`src/rtl/disp_pkg.sv`:
```
// disp_pkg: shared constants and helpers for the display colour adapter.
package disp_pkg;

   localparam logic [3:0] BAYER [4][4] = '{
      '{4'd0,  4'd8,  4'd2,  4'd10},
      '{4'd12, 4'd4,  4'd14, 4'd6},
      '{4'd3,  4'd11, 4'd1,  4'd9},
      '{4'd15, 4'd7,  4'd13, 4'd5}
   };

   // MSB-first bit replication of a bin-bit value into bout bits (result in the LSBs)
   function automatic logic [15:0] widen(input logic [15:0] v, input int bin, input int bout);
      logic [15:0] r;
      r = '0;
      for (int i = 0; i < bout; i++) r[4'(bout-1-i)] = v[4'(bin-1-(i%bin))];
      return r;
   endfunction

   function automatic logic [15:0] thr_shift(input logic [3:0] b, input int d);
      return d <= 4 ? 16'(b) >> (4-d) : 16'(b) << (d-4);
   endfunction

endpackage

```
`src/rtl/colr_chan_conv.sv`:
```
// colr_chan_conv: combinational depth conversion of one colour channel.
// Narrowing uses ordered dither when DISP_COLR_DITHER_EN is defined, else truncation.
module colr_chan_conv
   import disp_pkg::*;
#(
   parameter int BPC_IN  = 5,
   parameter int BPC_OUT = 8
)(
   input  logic [BPC_IN-1:0]  colr,
   input  logic [15:0]        thr,
   output logic [BPC_OUT-1:0] conv
);

   logic unused_thr;
   assign unused_thr = ^thr;

   if (BPC_OUT == BPC_IN) begin : g_pass
      assign conv = colr;
   end else if (BPC_OUT > BPC_IN) begin : g_wide
      assign conv = BPC_OUT'(widen(16'(colr), BPC_IN, BPC_OUT));
   end else begin : g_narrow
      localparam int D = BPC_IN - BPC_OUT;
      logic [BPC_OUT-1:0] base;
      assign base = colr[BPC_IN-1:D];
`ifdef DISP_COLR_DITHER_EN
      // round up only below full scale so the result saturates instead of wrapping
      assign conv = (16'(colr[D-1:0]) > thr && base != '1) ? base + BPC_OUT'(1) : base;
`else
      logic [D-1:0] unused_low;
      assign unused_low = colr[D-1:0];
      assign conv = base;
`endif
   end

endmodule

```
`src/rtl/disp_colr_adapt.sv`:
```
// disp_colr_adapt: two-stage colour depth adapter with aligned sync/DE and blanking.
// Define DISP_COLR_DITHER_EN for 4x4 ordered dither when narrowing.
module disp_colr_adapt
   import disp_pkg::*;
#(
   parameter int   CHAN     = 3,
   parameter int   BPC_IN   = 5,
   parameter int   BPC_OUT  = 8,
   parameter logic SYNC_ACT = 1'b1
)(
   input  logic                      clk,
   input  logic                      rst_n,
   input  logic                      in_hsync,
   input  logic                      in_vsync,
   input  logic                      in_de,
   input  logic [CHAN*BPC_IN-1:0]    in_colr,
   output logic                      out_hsync,
   output logic                      out_vsync,
   output logic                      out_de,
   output logic [CHAN*BPC_OUT-1:0]   out_colr
);

   logic                    s1_hs;
   logic                    s1_vs;
   logic                    s1_de;
   logic [CHAN*BPC_IN-1:0]  s1_colr;
   logic [15:0]             s1_thr;
   logic [CHAN*BPC_OUT-1:0] conv;

`ifdef DISP_COLR_DITHER_EN
   logic [1:0] x;
   logic [1:0] y;
   logic [1:0] x_pix;
   logic       de_rise;
   logic       de_fall;
   logic       vs_enter;

   // stage-1 registers double as the previous-cycle history for edge detection
   always_comb begin
      de_rise  = in_de & ~s1_de;
      de_fall  = ~in_de & s1_de;
      vs_enter = (in_vsync == SYNC_ACT) && (s1_vs != SYNC_ACT);
      x_pix    = de_rise ? 2'd0 : x;
   end

   always_ff @(posedge clk or negedge rst_n) begin
      if (!rst_n) begin
         x      <= '0;
         y      <= '0;
         s1_thr <= '0;
      end else begin
         x      <= in_de ? x_pix + 2'd1 : x;
         y      <= vs_enter ? 2'd0 : de_fall ? y + 2'd1 : y;
         s1_thr <= thr_shift(BAYER[y][x_pix], BPC_IN > BPC_OUT ? BPC_IN - BPC_OUT : 4);
      end
   end
`else
   assign s1_thr = '0;
`endif

   always_ff @(posedge clk or negedge rst_n) begin
      if (!rst_n) begin
         {s1_hs, s1_vs, s1_de}          <= '0;
         s1_colr                        <= '0;
         {out_hsync, out_vsync, out_de} <= '0;
         out_colr                       <= '0;
      end else begin
         {s1_hs, s1_vs, s1_de}          <= {in_hsync, in_vsync, in_de};
         s1_colr                        <= in_colr;
         {out_hsync, out_vsync, out_de} <= {s1_hs, s1_vs, s1_de};
         out_colr                       <= s1_de ? conv : '0;
      end
   end

   for (genvar c = 0; c < CHAN; c++) begin : g_chan
      colr_chan_conv #(
         .BPC_IN  (BPC_IN),
         .BPC_OUT (BPC_OUT)
      ) u_conv (
         .colr (s1_colr[c*BPC_IN +: BPC_IN]),
         .thr  (s1_thr),
         .conv (conv[c*BPC_OUT +: BPC_OUT])
      );
   end

endmodule
```
`config.mk`:
```
export PLATFORM = sky130hd
export DESIGN_NAME = disp_colr_adapt
export DESIGN_NICKNAME = d
export VERILOG_FILES = /design/src/rtl/disp_pkg.sv /design/src/rtl/colr_chan_conv.sv /design/src/rtl/disp_colr_adapt.sv
export SDC_FILE = /design/constraint.sdc
export NUM_CORES = 1
export LEC_CHECK = 0
export CAP_MARGIN = 20
export CORE_MARGIN = 2
export CORE_UTILIZATION = 35
export DETAILED_ROUTE_END_ITERATION = 10
export PLACE_DENSITY = 0.72
export SYNTH_ARGS = -nofsm -noshare
export SYNTH_HDL_FRONTEND = slang
export SYNTH_SLANG_ARGS = --single-unit
```
`constraint.sdc`:
```
create_clock -name clk -period 0.95 [get_ports clk]
set_clock_uncertainty 0.15 [all_clocks]
set_input_delay 0.285 -clock clk [delete_from_list [all_inputs] [get_ports clk]]
set_output_delay 0.285 -clock clk [all_outputs]
set_load 0.02 [all_outputs]
```
## After elaboration in Yosys (flattened, before gate mapping)

Cells that the tools add are included.

- Muxes and demuxes: 1

Operator list:

| operator | count |
|---|---|
| 24-bit 2-to-1 mux | 1 |

- Register bits after elaboration: 45
- Word-level logic and storage cells: 9
- Input port bits: 20

## Longest topological paths before layout

Gate-level depths: netlist of run 1.

- Word-level depth: 1
- Mapped depth: 2
- Mapped depth without buffers: 1

## By module

Synthesis of run 1 repeated with hierarchy kept, for this count alone.

- Cells, all modules: 96
- Area, all modules: 1505.2 um^2

By module, submodules not included:

| module | times used | cells an instance | area an instance (um^2) | sequential area each (um^2) |
|---|---|---|---|---|
| disp_colr_adapt | 1 | 72 | 1325.0 | 1126.1 |
| colr_chan_conv | 3 | 8 | 60.1 | 0.0 |

## Worst setup path after synthesis of run 1

OpenSTA, ideal clock, no wires.

- Kind: reg2out
- Start point: reg out_colr[13]
- End point: out out_colr[13]
- Path slack: -0.098 ns
- Stages on the path, launching flop included: 2
- Arrival time: 0.613 ns
- Data required time: 0.515 ns
- Path through: dfrtp_1 > buf_4

RTL lines:

| item | line | source |
|---|---|---|
| start, declared | disp_colr_adapt.sv:20 | `output logic [CHAN*BPC_OUT-1:0] out_colr` |
| start signal, assigned | disp_colr_adapt.sv:71 | `out_colr <= s1_de ? conv : '0;` |

No word-level cell between the ends.

==> out/qor.txt, run 1 <==
Status -> finished, violations left
Failing checks -> setup timing
Critical path startpoint -> out_colr[22]
Post-Syn Instances -> 61
Register area share after synthesis -> 82.9%
GRT Total Usage -> 11.2%
RSZ-0062 raised after global routing -> yes
DR WL/cell -> 12.5 µm
Top delay family on crit path -> flip-flops
Port Buf Inserts -> 46
Top cell type's share of synthesized area -> 82.9%
Synth warnings -> 0
Rows -> 20
PwrDens -> 1730 nW/µm²
CTS buffer count -> 5
Remaining antenna violation count after routing -> 0
Fin worst setup slack -> -0.377 ns
Area of the die -> 3570 µm²
R2R Path Start -> s1_de
Worst Max-Slew Pin Slew -> 0.182 ns
Worst Path Required -> 0.51 ns
Final Cycle Share -> 140%
Antenna cells -> 0
Critical path peak fanout -> 2
Reg clk slew, reported paths -> 0.10 ns
First-pass GRT wire length -> 2720 µm
Chip Width -> 59.7 µm
Fmax -> 0.754 GHz
GPL Wtd Cong -> 0.704
Root buffer cell -> clkbuf_4
Min Tclk post-route -> 1.33 ns
Nets -> 128
Wirelength, routed -> 1770 µm
Largest net degree at the start of global routing -> 37
Synth Register Bits -> 36
Most common cell after layout, fill and taps aside -> dfrtp_1
CTS Sinks -> 36
Hold crit path type -> in2async
DRT Pass-1 Iters -> 4
Post-place instance area -> 1550 µm²
Clock Latency Late Sink -> 0.32 ns
Worst setup SP type -> register
CTS tree -> done
Initial Util -> 36.2%
Fillers -> 258
Setup TNS -> -9.57 ns
Hold Vio Cnt, Final -> 0
Grt ovf -> 0
Critical Path AT -> 0.89 ns
CP Capture Type -> output port
LEAKAGE -> 0.778 nW
Longest Clk Path Bufs -> 2
Finished Cell Area -> 1630 µm²
Worst VDD drop -> 0.892 mV
Initial antenna violation count -> 0
Commonest cells after routing, fill and taps aside -> dfrtp_1 (26), clkdlybuf4s50_1 (19), buf_6 (18)
Area leader, netlist -> dfrtp_1
Rel. slew slack -> 87.9%
Routed vias -> 609
Net count after synthesis -> 81
Max-Cap Viols -> 0
Die Y -> 59.7 µm
Core footprint -> 3000 µm²
Vias in the first global route -> 664
Setup violations, final -> 35
Post-Syn Area -> 1090 µm²
H-tree Lvls -> 2
Slowest stage cell, crit path -> dfrtp_2
Syn avg cell area -> 17.8 µm²
Hold buffer count at cts -> 0
Top area cells in the synthesized netlist -> dfrtp_1 (83%), and2_2 (7.6%), buf_4 (6.2%)
I/O pins -> 47
Yosys cell types -> 5
Fraction of layout cells with a size suffix above 1 -> 56.9%
Count of pins over their slew limit -> 0
Crit path buf inv count -> 1
P&R area growth vs syn -> 49.9%
Worst path cell trace -> buf_6
Vias per cell -> 4.29
# DRC -> 0
Starting DRT DRC Count -> 9
Critical path's largest stage delay -> 0.44 ns
Critical path class -> reg2out
[area by class of cell]
class | count | area (µm²) | share of cell area [%]
clock buffers | 8 | 58.8 | 3.61
well taps | 33 | 41.3 | 2.53
flip-flops and latches | 36 | 913 | 56.0
repair buffers | 50 | 485 | 29.8
multi-input cells | 15 | 131 | 8.06
[power breakdown]
group / switching [mW] / leakage (nW) / internal (mW)
Clock: 0.435 / 0.0326 / 0.365
Sequential: 0.0332 / 0.425 / 1.61
Combinational: 0.156 / 0.321 / 0.212
Total: 0.625 / 0.778 / 2.19
[synthesized netlist by cell type]
cell type  instances
and2_2            11
buf_4              9
and2_1             4
buf_6              1
dfrtp_1           36
[flip-flops by register name (all words and copies together), names as in the netlist]
register   flops
s1_de          1
s1_colr       15
out_colr      15
out_vsync      1
s1_vs          1
out_hsync      1
out_de         1
s1_hs          1
[stage by stage]
step / power [mW] / util, % / hold WS (ns) / setup WS (ns) / std cells
final: 2.81 / 54.3 / 0.177 / -0.377 / 142
after global routing: 2.95 / 54.3 / 0.171 / -0.417 / 142
after CTS: 2.85 / 53.1 / 0.167 / -0.395 / 142
after floorplan: 1.83 / - / -0.161 / -0.0617 / 61
after global placement: 2.01 / 51.6 / 0.183 / -0.412 / 131
after detailed placement: 2.03 / 51.6 / 0.186 / -0.425 / 131
[what timing repair did]
| item | CTS | global route |
|---|---|---|
| cloned | 0 | 0 |
| gates resized for setup | 145 | 12 |
| pin swaps | 0 | 1 |
| setup endpoints to repair | 42 | 41 |
| buffers inserted | 3 | 0 |
[metal layers]
| metal | GRT usage [%] | wire length, µm | part of all wire (%) | up-vias |
|---|---|---|---|---|
| li1 | - | - | - | 270 |
| met1 | 8.49 | 531 | 30 | 300 |
| met4 | 8.57 | 74 | 4.2 | 0 |
| met3 | 4.98 | 134 | 7.6 | 10 |
| met2 | 21.1 | 1030 | 58 | 29 |
| met5 | 0 | 0 | 0 | - |
[cell families (layout without fill, tap and decap cells)]
group | after synthesis | in the layout | share of synthesized area (%)
buffers and inverters | 10 | 58 | 7.25
DFF | 36 | 36 | 82.9
and+or+nand+nor | 15 | 15 | 9.90
[worst paths after layout]
kind / endpoint / slack [ns] / depth (start not counted)
worst min-delay path: s1_colr[14] / 0.18 / 2
worst min register to register: out_hsync / 0.21 / 0
max in group asynchronous: out_colr[5] / 0.28 / 2
worst max register to register: out_colr[7] / -0.02 / 2
worst max-delay path: out_colr[17] / -0.38 / 1
min in group clk: out_hsync / 0.21 / 0
(Power assumes the default switching activity.)
==> run 2: changes to the inputs <==
--- a/config.mk
+++ b/config.mk
@@ -9,7 +9,9 @@
 export CORE_MARGIN = 2
 export CORE_UTILIZATION = 35
 export DETAILED_ROUTE_END_ITERATION = 10
-export PLACE_DENSITY = 0.72
+export GPL_TIMING_DRIVEN = 0
+export PLACE_DENSITY = 0.66
 export SYNTH_ARGS = -nofsm -noshare
 export SYNTH_HDL_FRONTEND = slang
+export SYNTH_HIERARCHICAL = 1
 export SYNTH_SLANG_ARGS = --single-unit
==> run 2 against run 1 <==
Routed wire length grew 43%. Cell area grew 38%. Via count up 31%. The flow finishes with violations (hold timing, setup timing). Combinational power up 38%. Sequential share of layout area shrank 6.0 points. Maximum frequency grew 5.2%. Synthesized area increased by 38%. Critical endpoint is now out_colr[22]. Die area is 35% higher. Global-route usage is 0.86 points higher.
==> out/qor.txt, run 2 <==
Fmax -> 0.793 GHz (+5.2%)
Critical path's largest stage delay -> 0.39 ns (-0.05 ns)
DP HPWL -> 1650 µm
PnR Total Power -> 4.03 mW (+43%)
Dpl cells -> 192 (+47%)
H-tree Lvls -> 2 (unchanged)
Setup violations, final -> 49 (+40%)
Largest net degree at the start of global routing -> 36 (-2.7%)
Crit path depth -> 1 (unchanged)
PwrDens -> 1790 nW/µm² (+3.6%)
CTS Sinks -> 45 (+25%)
Vias per cell -> 3.95 (-8.0%)
Vias in the first global route -> 889 (+34%)
Hold Vio Cnt, Final -> 45 (+45)
Rel. slew slack -> 82.0% (-5.9 points)
I/O pins -> 47 (unchanged)
Count of pins over their slew limit -> 0 (unchanged)
Antenna cells -> 0 (unchanged)
Initial Util -> 37.0% (+0.79 points)
Grt ovf -> 0 (unchanged)
GPL Wtd Cong -> 0.609 (-13%)
Area of the die -> 4830 µm² (+35%)
Port Buf Inserts -> 46 (unchanged)
CTS tree -> done
Max-Cap Viols -> 0 (unchanged)
Chip Width -> 69.5 µm (+16%)
Critical Path AT -> 0.83 ns (-0.06 ns)
Reg clk slew, reported paths -> 0.08 ns (-0.02 ns)
Status -> finished, violations left
Slowest stage cell, crit path -> dfrtp_1
Initial antenna violation count -> 0 (unchanged)
Worst path cell trace -> buf_6
Starting DRT DRC Count -> 21 (+12)
Fin cells -> 202 (+42%)
Worst setup SP type -> register
Crit path buf inv count -> 1 (unchanged)
Wirelength, routed -> 2530 µm (+43%)
Largest Register -> out_colr
Die Y -> 69.5 µm (+16%)
LEAKAGE -> 1.11 nW (+42%)
Worst VDD drop -> 1.15 mV (+29%)
Final Cycle Share -> 133% (-6.9 points)
Commonest cells after routing, fill and taps aside -> dfrtp_1 (44), buf_6 (32), and2_4 (23), buf_4 (23), clkdlybuf4s50_1 (18)
Routed vias -> 797 (+31%)
Post-Syn Area -> 1500 µm² (+38%)
Post-Syn Instances -> 95 (+56%)
NetSw -> 0.838 mW (+34%)
Worst Path Required -> 0.51 ns (about the same)
Max reg flops -> 24
Failing checks -> hold timing, setup timing
Cell internal pwr -> 3.19 mW (+46%)
Synth warnings -> 6 (+6)
R2R Path Start -> s1_de
Remaining antenna violation count after routing -> 0 (unchanged)
Comb pwr share -> 12.6% (-0.5 points)
Hold Slack -> -0.291 ns (-0.468 ns)
Critical path class -> reg2out
Critical path peak fanout -> 1 (-1)
# DRC -> 0 (unchanged)
Clock Latency Late Sink -> 0.29 ns (-0.03 ns)
Nets -> 171 (+34%)
Most common cell after layout, fill and taps aside -> dfrtp_1
FF-to-FF setup slack -> -0.07 ns (-0.05 ns)
Reg2reg path depth -> 2 (unchanged)
DR WL/cell -> 12.5 µm (+0.38%)
Longest Clk Path Bufs -> 2 (unchanged)
CTS buffer count -> 5 (unchanged)
Hold crit path type -> in2async
Root buffer cell -> clkbuf_8
Flop pwr share -> 51.2% (-7.3 points)
CP Capture Type -> output port
Fin worst setup slack -> -0.311 ns (+0.0657 ns)
Fillers -> 316 (+22%)
Core footprint -> 4060 µm² (+35%)
Biggest regs -> out_colr (24), s1_colr (15)
Rows -> 23 (+15%)
Min Tclk post-route -> 1.26 ns (-0.0657 ns)
Clock share of power -> 36.2% (+7.8 points)
Fraction of layout cells with a size suffix above 1 -> 58.6% (+1.7 points)
RSZ-0062 raised after global routing -> yes
Syn avg cell area -> 15.8 µm² (-11%)
Switching share of total power -> 20.8% (-1.4 points)
R2r endpoint -> out_colr[3]
Worst Max-Slew Pin Slew -> 0.271 ns (+0.0886 ns)
Top delay family on crit path -> flip-flops
P&R area growth vs syn -> 50.1% (about the same)
GRT Total Usage -> 12.1% (+0.86 points)
Net count after synthesis -> 115 (+42%)
DRT Pass-1 Iters -> 4 (unchanged)
First-pass GRT wire length -> 4350 µm (+60%)
## run 2: cell type report
class                   instances  area, µm²  area share [%]
multi-input cells              24        209            9.27
clock buffers                   7       86.3            3.83
well taps                      50       62.6            2.78
plain buffers                  25        195            8.66
repair buffers                 50        543            24.1
flip-flops and latches         45       1130            50.0
clock inverters                 1       30.0            1.33
## run 2: stage by stage
step	worst slack (ns)	util, %	TNS, ns	hold slack, ns	instance area, µm²
2_1_floorplan	-0.0179	-	-0.250	-0.161	1500
6_report	-0.311	55.5	-9.16	-0.291	2250
4_1_cts	-0.330	55.5	-9.78	-0.296	2250
3_5_place_dp	-0.417	50.3	-12.35	0.0288	2040
3_3_place_gp	-1.58	49.9	-82.98	0.188	2020
5_1_grt	-0.355	55.5	-10.56	-0.295	2250
## run 2: timing repair
action | CTS | global route
cloned | 2 | 0
gates resized for setup | 185 | 5
endpoints found under the hold margin | 15 | 10
endpoints found under the setup margin | 47 | 51
setup buffers | 1 | 0
## run 2: worst max path at each step
stage / from / to
floorplan: s1_de / out_colr[10]
global placement: rst_n / out_hsync
detailed placement: out_colr[4] / out_colr[4]
CTS: out_colr[22] / out_colr[22]
global route: out_colr[22] / out_colr[22]
finish: out_colr[22] / out_colr[22]
## run 2: power by group through the flow
stage / registers (mW) / clock network [mW] / logic, mW
after global routing: 2.07 / 1.60 / 0.547
after floorplan: 2.16 / 0 / 0.119
after CTS: 2.06 / 1.51 / 0.512
after global placement: 2.08 / 0 / 0.435
final: 2.06 / 1.46 / 0.509
after detailed placement: 2.08 / 0 / 0.454
## run 2: per-layer routing
| metal | vias up | GRT usage (%) | wire length (µm) |
|---|---|---|---|
| met5 | - | 0 | 0 |
| met4 | 0 | 5.88 | 30 |
| met3 | 4 | 5.96 | 198 |
| met2 | 31 | 19.1 | 1360 |
| met1 | 390 | 13.6 | 931 |
| li1 | 372 | - | - |
